$ cat src/rtl/wb_arb_pkg.sv
// Shared types and constants for the Wishbone block-RAM arbiter.
package wb_arb_pkg;

   typedef enum logic [1:0] {
      StIdle  = 2'd0,
      StIssue = 2'd1,
      StWait  = 2'd2
   } arb_state_e;

   localparam int unsigned SEL_W       = 3;
   localparam int unsigned TIMEOUT_DEF = 15;

endpackage

$ cat src/rtl/arb_rr2.sv
// Two-way round-robin pick: a lone requester always wins, a tie goes to the master
// named by rr.
module arb_rr2 (
   input  logic [1:0] req,
   input  logic       rr,
   output logic [1:0] grant
);

   always_comb begin
      grant = req;
      if (req == 2'b11) begin
         grant = rr ? 2'b10 : 2'b01;
      end
   end

endmodule

$ cat src/rtl/wb_bram_arbiter.sv
// Two-master Wishbone arbiter in front of a single block RAM port, one outstanding
// transaction at a time, with a grant-to-ack timeout.
module wb_bram_arbiter
   import wb_arb_pkg::*;
#(
   parameter int unsigned XLEN    = 32,
   parameter int unsigned TIMEOUT = TIMEOUT_DEF
) (
   input  logic             i_clk,
   input  logic             i_reset_n,
   input  logic             i_m0_stb,
   input  logic             i_m0_we,
   input  logic [SEL_W-1:0] i_m0_sel,
   input  logic [XLEN-1:0]  i_m0_addr,
   input  logic [XLEN-1:0]  i_m0_data,
   output logic             o_m0_stall,
   output logic             o_m0_ack,
   output logic             o_m0_err,
   output logic [XLEN-1:0]  o_m0_data,
   input  logic             i_m1_stb,
   input  logic             i_m1_we,
   input  logic [SEL_W-1:0] i_m1_sel,
   input  logic [XLEN-1:0]  i_m1_addr,
   input  logic [XLEN-1:0]  i_m1_data,
   output logic             o_m1_stall,
   output logic             o_m1_ack,
   output logic             o_m1_err,
   output logic [XLEN-1:0]  o_m1_data,
   output logic             o_s_stb,
   output logic             o_s_we,
   output logic [SEL_W-1:0] o_s_sel,
   output logic [XLEN-1:0]  o_s_addr,
   output logic [XLEN-1:0]  o_s_data,
   input  logic [XLEN-1:0]  i_s_data,
   input  logic             i_s_stall,
   input  logic             i_s_ack
);

   // Last counter value at which an ack is still accepted; without one, abort.
   localparam logic [7:0] TmoLast = 8'(TIMEOUT - 1);

   arb_state_e       state_q, state_d;
   logic [7:0]       cnt_q, cnt_d;
   logic             owner_q, owner_d;
   logic             rr_q, rr_d;
   logic             we_q, we_d;
   logic [SEL_W-1:0] sel_q, sel_d;
   logic [XLEN-1:0]  addr_q, addr_d;
   logic [XLEN-1:0]  wdata_q, wdata_d;
   logic [XLEN-1:0]  rdata_q, rdata_d;
   logic             ack_q, ack_d;
   logic             err_q, err_d;
   logic [1:0]       grant;
   logic             stall0, stall1, s_stb;

   arb_rr2 u_arb_rr2 (
      .req   ({i_m1_stb, i_m0_stb}),
      .rr    (rr_q),
      .grant (grant)
   );

   always_comb begin
      state_d = state_q;
      cnt_d   = cnt_q;
      owner_d = owner_q;
      rr_d    = rr_q;
      we_d    = we_q;
      sel_d   = sel_q;
      addr_d  = addr_q;
      wdata_d = wdata_q;
      rdata_d = rdata_q;
      ack_d   = 1'b0;
      err_d   = 1'b0;
      stall0  = 1'b1;
      stall1  = 1'b1;
      s_stb   = 1'b0;
      case (state_q)
         StIdle: begin
            stall0 = i_m0_stb & ~grant[0];
            stall1 = i_m1_stb & ~grant[1];
            if (grant != 2'b00) begin
               owner_d = grant[1];
               rr_d    = ~grant[1];
               cnt_d   = 8'd0;
               we_d    = grant[1] ? i_m1_we   : i_m0_we;
               sel_d   = grant[1] ? i_m1_sel  : i_m0_sel;
               addr_d  = grant[1] ? i_m1_addr : i_m0_addr;
               wdata_d = grant[1] ? i_m1_data : i_m0_data;
               state_d = StIssue;
            end
         end
         StIssue: begin
            s_stb = 1'b1;
            cnt_d = cnt_q + 8'd1;
            if (!i_s_stall && i_s_ack) begin
               ack_d   = 1'b1;
               rdata_d = i_s_data;
               state_d = StIdle;
            end else if (cnt_q == TmoLast) begin
               err_d   = 1'b1;
               state_d = StIdle;
            end else if (!i_s_stall) begin
               state_d = StWait;
            end
         end
         StWait: begin
            cnt_d = cnt_q + 8'd1;
            if (i_s_ack) begin
               ack_d   = 1'b1;
               rdata_d = i_s_data;
               state_d = StIdle;
            end else if (cnt_q == TmoLast) begin
               err_d   = 1'b1;
               state_d = StIdle;
            end
         end
         default: state_d = StIdle;
      endcase
   end

   always_ff @(posedge i_clk or negedge i_reset_n) begin
      if (!i_reset_n) begin
         state_q <= StIdle;
         cnt_q   <= 8'd0;
         owner_q <= 1'b0;
         rr_q    <= 1'b0;
         we_q    <= 1'b0;
         sel_q   <= '0;
         addr_q  <= '0;
         wdata_q <= '0;
         rdata_q <= '0;
         ack_q   <= 1'b0;
         err_q   <= 1'b0;
      end else begin
         state_q <= state_d;
         cnt_q   <= cnt_d;
         owner_q <= owner_d;
         rr_q    <= rr_d;
         we_q    <= we_d;
         sel_q   <= sel_d;
         addr_q  <= addr_d;
         wdata_q <= wdata_d;
         rdata_q <= rdata_d;
         ack_q   <= ack_d;
         err_q   <= err_d;
      end
   end

   // Stall is combinational on the strobes, so hold it low explicitly while in reset.
   assign o_m0_stall = stall0 & i_reset_n;
   assign o_m1_stall = stall1 & i_reset_n;
   assign o_m0_ack   = ack_q & ~owner_q;
   assign o_m1_ack   = ack_q & owner_q;
   assign o_m0_err   = err_q & ~owner_q;
   assign o_m1_err   = err_q & owner_q;
   assign o_m0_data  = o_m0_ack ? rdata_q : '0;
   assign o_m1_data  = o_m1_ack ? rdata_q : '0;
   assign o_s_stb    = s_stb;
   assign o_s_we     = we_q;
   assign o_s_sel    = sel_q;
   assign o_s_addr   = addr_q;
   assign o_s_data   = wdata_q;

endmodule

$ cat config.mk
export PLATFORM = sky130hd
export DESIGN_NAME = wb_bram_arbiter
export DESIGN_NICKNAME = d
export VERILOG_FILES = /design/src/rtl/wb_arb_pkg.sv /design/src/rtl/arb_rr2.sv /design/src/rtl/wb_bram_arbiter.sv
export SDC_FILE = /design/constraint.sdc
export NUM_CORES = 1
export LEC_CHECK = 0
export CAP_MARGIN = 10
export CORE_ASPECT_RATIO = 0.8
export CORE_MARGIN = 5
export CORE_UTILIZATION = 42
export CTS_BUF_LIST = sky130_fd_sc_hd__clkbuf_8 sky130_fd_sc_hd__clkbuf_16
export DETAILED_ROUTE_END_ITERATION = 8
export PLACE_DENSITY_LB_ADDON = 0.15
export SLEW_MARGIN = 20
export SYNTH_ARGS = -nofsm -noshare
export SYNTH_HDL_FRONTEND = slang
export SYNTH_HIERARCHICAL = 1
export SYNTH_SLANG_ARGS = --single-unit
$ cat constraint.sdc
create_clock -name i_clk -period 4.34 [get_ports i_clk]
set_input_delay 0.651 -clock i_clk [delete_from_list [all_inputs] [get_ports i_clk]]
set_output_delay 0.651 -clock i_clk [all_outputs]
set_load 0.03 [all_outputs]
Yosys cells after proc, flatten, opt, wreduce, memory -nomap -nowiden
Cells that the tools add are included.
{"block": "word_totals", "input_bits": 174, "ff_bits": 114, "out_inout_bits": 139, "elab_cells": 73}
{"block": "op_classes", "bitwise_logic": 11, "addsub": 1, "mux": 30, "reduce_logical": 11, "eq_ne": 9}
{"cell": "32-bit 2-to-1 mux", "n": 6}
{"cell": "32-bit case mux with 2 select lines", "n": 1}
{"cell": "2-bit 2-to-1 mux", "n": 8}
{"cell": "8-bit case mux with 2 select lines", "n": 1}
{"cell": "1-bit 2-to-1 mux", "n": 9}
{"cell": "8-bit by 1-bit adder with 8-bit output (second input constant)", "n": 1}
{"cell": "1-bit AND", "n": 8}
{"cell": "8-bit by 4-bit == test with 1-bit output (second input constant)", "n": 1}
{"cell": "8-bit 2-to-1 mux", "n": 1}
{"cell": "2-bit inequality test (second input constant)", "n": 3}
{"cell": "2-bit case mux with 3 select lines", "n": 1}
{"cell": "3-bit AND reduction", "n": 2}
{"cell": "2-bit nonzero test", "n": 3}
{"cell": "2-bit == test (second input constant)", "n": 2}
{"cell": "4-bit inequality test (second input constant)", "n": 1}
{"cell": "1-bit case mux with 2 select lines", "n": 2}
{"cell": "2-bit AND reduction", "n": 2}
{"cell": "3-bit 2-to-1 mux", "n": 1}
{"cell": "3-bit inequality test (second input constant)", "n": 1}
{"cell": "1-bit inverter", "n": 3}
{"cell": "2-bit by 1-bit == test with 1-bit output (second input constant)", "n": 1}
{"cell": "2-bit logical NOT", "n": 1}
{"cell": "2-bit OR reduction", "n": 1}
{"cell": "1-bit logical AND", "n": 1}
{"cell": "1-bit logical NOT", "n": 1}

Longest topological paths before layout
{"block": "depth", "depth_word": 6, "depth_mapped": 8, "depth_no_buf": 6}

Hierarchy
The synthesis kept the hierarchy.
{"module": "wb_bram_arbiter", "area_per_inst_um2": 5560.3, "seq_area_each_um2": 2852.7, "instances": 1, "cells_per_inst": 527}
{"module": "arb_rr2", "area_per_inst_um2": 18.8, "seq_area_each_um2": 0.0, "instances": 1, "cells_per_inst": 3}

Worst setup path before layout
Ideal clock, no wire load.
{"block": "synth_path", "path_kind": "input port to output port", "startpoint": "input port i_m1_stb", "endpoint": "output port o_m1_stall", "t_arrival_ns": 1.780, "setup_slack_ns": 1.909, "path_buffers": 1, "cell_stages": 4, "required_time_ns": 3.689, "cell_sequence": "a21boi_1 > buf_2 > nand2b_1 > a21boi_0"}
{"block": "synth_via", "elab_chain_len": 6}
{"item": "start, declared", "line": "wb_bram_arbiter.sv:20", "text": "input logic i_m1_stb,"}
{"item": "2-bit == test", "line": "arb_rr2.sv:11", "text": "if (req == 2'b11) begin"}
{"item": "2-bit 2-to-1 mux", "line": "arb_rr2.sv:11"}
{"item": "1-bit inverter", "line": "wb_bram_arbiter.sv:80", "text": "stall1 = i_m1_stb & ~grant[1];"}
{"item": "1-bit AND (*)", "line": "wb_bram_arbiter.sv:80"}
{"item": "1-bit 2-to-1 mux (*)", "line": "wb_bram_arbiter.sv:77", "text": "case (state_q)"}
{"item": "1-bit AND (*)", "line": "wb_bram_arbiter.sv:151", "text": "assign o_m1_stall = stall1 & i_reset_n;"}
{"item": "end, declared", "line": "wb_bram_arbiter.sv:25", "text": "output logic o_m1_stall,"}
Every way passes the cells marked *; elsewhere a longest branch is shown, timed or not.

Worst setup path after layout
{"block": "layout_path", "startpoint": "register ack_q", "endpoint": "output port o_m0_data[14]"}
{"block": "layout_via", "elab_chain_len": 2}
{"item": "start, declared", "line": "wb_bram_arbiter.sv:51", "text": "logic ack_q, ack_d;"}
{"item": "start signal, assigned", "line": "wb_bram_arbiter.sv:144", "text": "ack_q <= ack_d;"}
{"item": "1-bit AND", "line": "wb_bram_arbiter.sv:152", "text": "assign o_m0_ack = ack_q & ~owner_q;"}
{"item": "32-bit 2-to-1 mux", "line": "wb_bram_arbiter.sv:156", "text": "assign o_m0_data = o_m0_ack ? rdata_q : '0;"}
{"item": "end, declared", "line": "wb_bram_arbiter.sv:19", "text": "output logic [XLEN-1:0] o_m0_data,"}
No other way between the ends.

==> qor.json <==
{
  "cts": {
    "cts_tree": "built",
    "cts_resized": 0,
    "clock_tree.buffer_depth": 2,
    "cts_htree_levels": 4,
    "cts_num_sinks": 114,
    "clkTransAtPathRegs_ns": 0.05,
    "worstSkewPairLatency_ns": 0.41,
    "cts_hold_buffers": 0,
    "cts_inserted_buffers": 17,
    "post_cts_buffers": 0,
    "cts.root.buffer_cell": "sky130_fd_sc_hd__clkbuf_16"
  },
  "drt": {
    "finalWirelength_um": 17800,
    "ant_nets": 0,
    "vias": 5033,
    "residual_drc_count": 0,
    "route.detailed.wl_per_inst_um": 17.5,
    "detail_route.first_pass.iterations": 4,
    "average_via_count_per_standard_cell": 4.94,
    "drtIter0Drc": 210
  },
  "die": {
    "core_region_area_um2": 13000,
    "start_util_pct": 43.0,
    "boundaryPins": 313,
    "horizontal_die_dimension_um": 139,
    "dieHeight_um": 113,
    "dieArea_um2": 15700,
    "num_rows": 37
  },
  "yosys": {
    "edff_count_synth": 0,
    "yosys_register_bits": 114,
    "netlist_area_um2": 5580,
    "synthFlopType": "sky130_fd_sc_hd__dfrtp_1",
    "synth-seq-area-share_pct": 51.1,
    "synth_cell_type_count": 39,
    "avgSynthCellArea_um2": 10.5,
    "postSynthCellCount": 530,
    "synth_nets": 709,
    "yosys_warnings": 6,
    "async_reset_ff_share_pct": 100
  },
  "layout": {
    "post_route_cells_drive_above_1_share_pct": 8.54,
    "mostFrequentLayoutCell": "sky130_fd_sc_hd__clkdlybuf4s50_1",
    "flow.area_growth_from_synthesis_pct": 70.8,
    "final_cell_mix": "sky130_fd_sc_hd__clkdlybuf4s50_1, sky130_fd_sc_hd__dfrtp_1, sky130_fd_sc_hd__nand2_1",
    "design.final.nets": 1009,
    "num_antenna_cells": 0
  },
  "critical_path": {
    "path_delay_family": "buffers and inverters",
    "crit_slowest_cell": "sky130_fd_sc_hd__dfrtp_1",
    "critical_path_cell_count": 4,
    "timing.critical_path.arrival_ns": 2.69,
    "cells_along_the_critical_path": "nor2b_1 > buf_4 > and2_1 > clkdlybuf4s50_1",
    "startpoint_type": "flip-flop",
    "worst_r2r_endpoint": "o_s_data[0]$_DFFE_PN0P_",
    "critPathMaxStageDelay_ns": 0.88,
    "worstPathRequired_ns": 3.69,
    "regToRegStartpoint": "rr_q$_DFFE_PN0P_",
    "timing.critical_path.to_type": "output pin",
    "path_class": "flip-flop to output pin",
    "ff2ff_setup_slack_ns": 1.99,
    "critical_path_peak_fanout": 34,
    "timing.critical_path.buf_inv": 2,
    "cell_count_of_the_worst_reg_to_reg_path": 6
  },
  "timing": {
    "timing.clock.skew_ns": 0.00471,
    "max_clock_freq_mhz": 299,
    "finalCritPeriodShare_pct": 76.9,
    "setup_violations": 0,
    "timing_max_transition_violations_final": 0,
    "grt_setup_unrepaired": "no",
    "period_needed_ns": 3.34,
    "slew_headroom_pct": 39.9,
    "worst-slew-pin-transition_ns": 0.902,
    "timing.final.hold_violations": 0,
    "hold_slack_ns": 0.250,
    "finalSetupTns_ns": 0
  },
  "pwr": {
    "power.density_cell_area_nw_per_um2": 676,
    "p_leak_nw": 4.18,
    "max-vdd-ir-drop_mv": 0.360
  },
  "global_routing": {
    "number_of_antenna_violations_at_the_first_check_in_global_routing": 0,
    "globalRouteMet1Util_pct": 25.7,
    "gr-usage-all-layers_pct": 22.6,
    "first_pass_grt_wire_length_um": 28100,
    "pin_count_of_the_biggest_net_entering_global_routing": 141,
    "grt_use_met3_pct": 8.28,
    "globalRouteMet2Util_pct": 39.9,
    "busiest_layer": "met2",
    "grt_overflow": 0,
    "vias_in_the_first_global_route": 5273
  },
  "hold_path": {
    "min_path_type": "input port to asynchronous set/reset pin"
  },
  "placement": {
    "routabilityCongestion": 0.834,
    "dpl.hpwl_um": 13300,
    "buffer_ports.inserted": 312
  },
  "run": {
    "max_cap_viol_count": 0
  },
  "status": {
    "status": "complete, no violations"
  }
}
[how the worst max path moves through the flow]
stage	from	end	slack [ns]
2_1_floorplan	i_m1_stb	o_m1_stall	1.91
3_3_place_gp	i_m0_stb	o_m0_stall	1.22
3_5_place_dp	i_m0_stb	o_m0_stall	1.21
4_1_cts	ack_q$_DFF_PN0_	o_m0_data[12]	0.97
5_1_grt	ack_q$_DFF_PN0_	o_m0_data[2]	0.79
6_report	ack_q$_DFF_PN0_	o_m0_data[14]	1.00
[per-stage QoR]
| step | cell area [um2] | utilization (%) | instances | setup WS, ns | total power, mW |
|---|---|---|---|---|---|
| 5_1_grt | 9530 | 73.5 | 1018 | 0.794 | 6.80 |
| 2_1_floorplan | 5580 | - | 530 | 1.91 | 3.56 |
| 3_3_place_gp | 8820 | 68.1 | 986 | 1.22 | 4.69 |
| 4_1_cts | 9530 | 73.5 | 1018 | 0.966 | 6.50 |
| 6_report | 9530 | 73.5 | 1018 | 1.00 | 6.44 |
| 3_5_place_dp | 8820 | 68.1 | 986 | 1.21 | 4.80 |
[kinds of logic (layout without fill, tap and decap cells)]
| logic type | Yosys count | in the layout | synth area share (%) |
|---|---|---|---|
| buffers and inverters | 42 | 355 | 3.45 |
| muxes | 101 | 101 | 18.9 |
| adders and majority gates | 5 | 5 | 1.12 |
| xor gates and xnor gates | 3 | 3 | 0.471 |
| AOI/OAI and AO/OA | 92 | 92 | 9.31 |
| DFF | 114 | 114 | 51.1 |
| and+or+nand+nor | 173 | 173 | 15.7 |
[final cells by class]
cell class,count,area [um2]
Clock buffer,21,480
Clock inverter,11,229
Fill cell,889,3430
Inverter,5,18.8
Multi-Input combinational cell,374,2550
Sequential cell,114,2850
Tap cell,175,219
Timing Repair Buffer,318,3180
[where the power goes]
part	switching (mW)	internal [mW]
clock	0.473	1.19
sequential	0.360	1.57
combinational	1.63	1.22
total	2.46	3.98
[worst register-to-register path, cell delays in order, from the launching register on]
cell and delay, ns:
sky130_fd_sc_hd__dfrtp_1 0.38, sky130_fd_sc_hd__inv_1 0.10, sky130_fd_sc_hd__a21boi_4 0.13, sky130_fd_sc_hd__buf_4 0.40, sky130_fd_sc_hd__buf_4 0.72, sky130_fd_sc_hd__mux2i_1 0.38, sky130_fd_sc_hd__o21ai_1 0.11
[routing by layer]
metal | part of all wire, % | wire length, um
met3 | 7.7 | 1360
met4 | 1.9 | 339
met1 | 39 | 7000
met5 | 0 | 0
met2 | 51 | 9120
[Yosys cell counts (3+ instances only)]
master / count / share of area [%]
sky130_fd_sc_hd__nor2_1: 8 / 0.54
sky130_fd_sc_hd__ha_1: 5 / 1.1
sky130_fd_sc_hd__inv_1: 5 / 0.34
sky130_fd_sc_hd__and2_1: 34 / 3.8
sky130_fd_sc_hd__clkbuf_1: 14 / 0.94
sky130_fd_sc_hd__a21boi_0: 3 / 0.40
sky130_fd_sc_hd__nand3_1: 6 / 0.54
sky130_fd_sc_hd__and3_1: 32 / 3.6
sky130_fd_sc_hd__o21ai_0: 62 / 5.6
sky130_fd_sc_hd__buf_2: 21 / 1.9
sky130_fd_sc_hd__mux2_2: 28 / 5.7
sky130_fd_sc_hd__o21ai_1: 12 / 1.1
sky130_fd_sc_hd__mux2_1: 5 / 1.0
sky130_fd_sc_hd__nor2b_1: 3 / 0.34
sky130_fd_sc_hd__nor3_1: 3 / 0.27
sky130_fd_sc_hd__nand2_1: 78 / 5.2
sky130_fd_sc_hd__mux2i_1: 68 / 12
sky130_fd_sc_hd__dfrtp_1: 114 / 51
[registers in the layout (all words and copies together), names as in the netlist]
signal,flops
o_s_addr,32
o_s_data,32
rdata_q,32
cnt_q,8
o_s_sel,3
state_q,2
ack_q,1
err_q,1
o_s_we,1
owner_q,1
rr_q,1
Note: power is estimated with default switching activity, not from simulation.
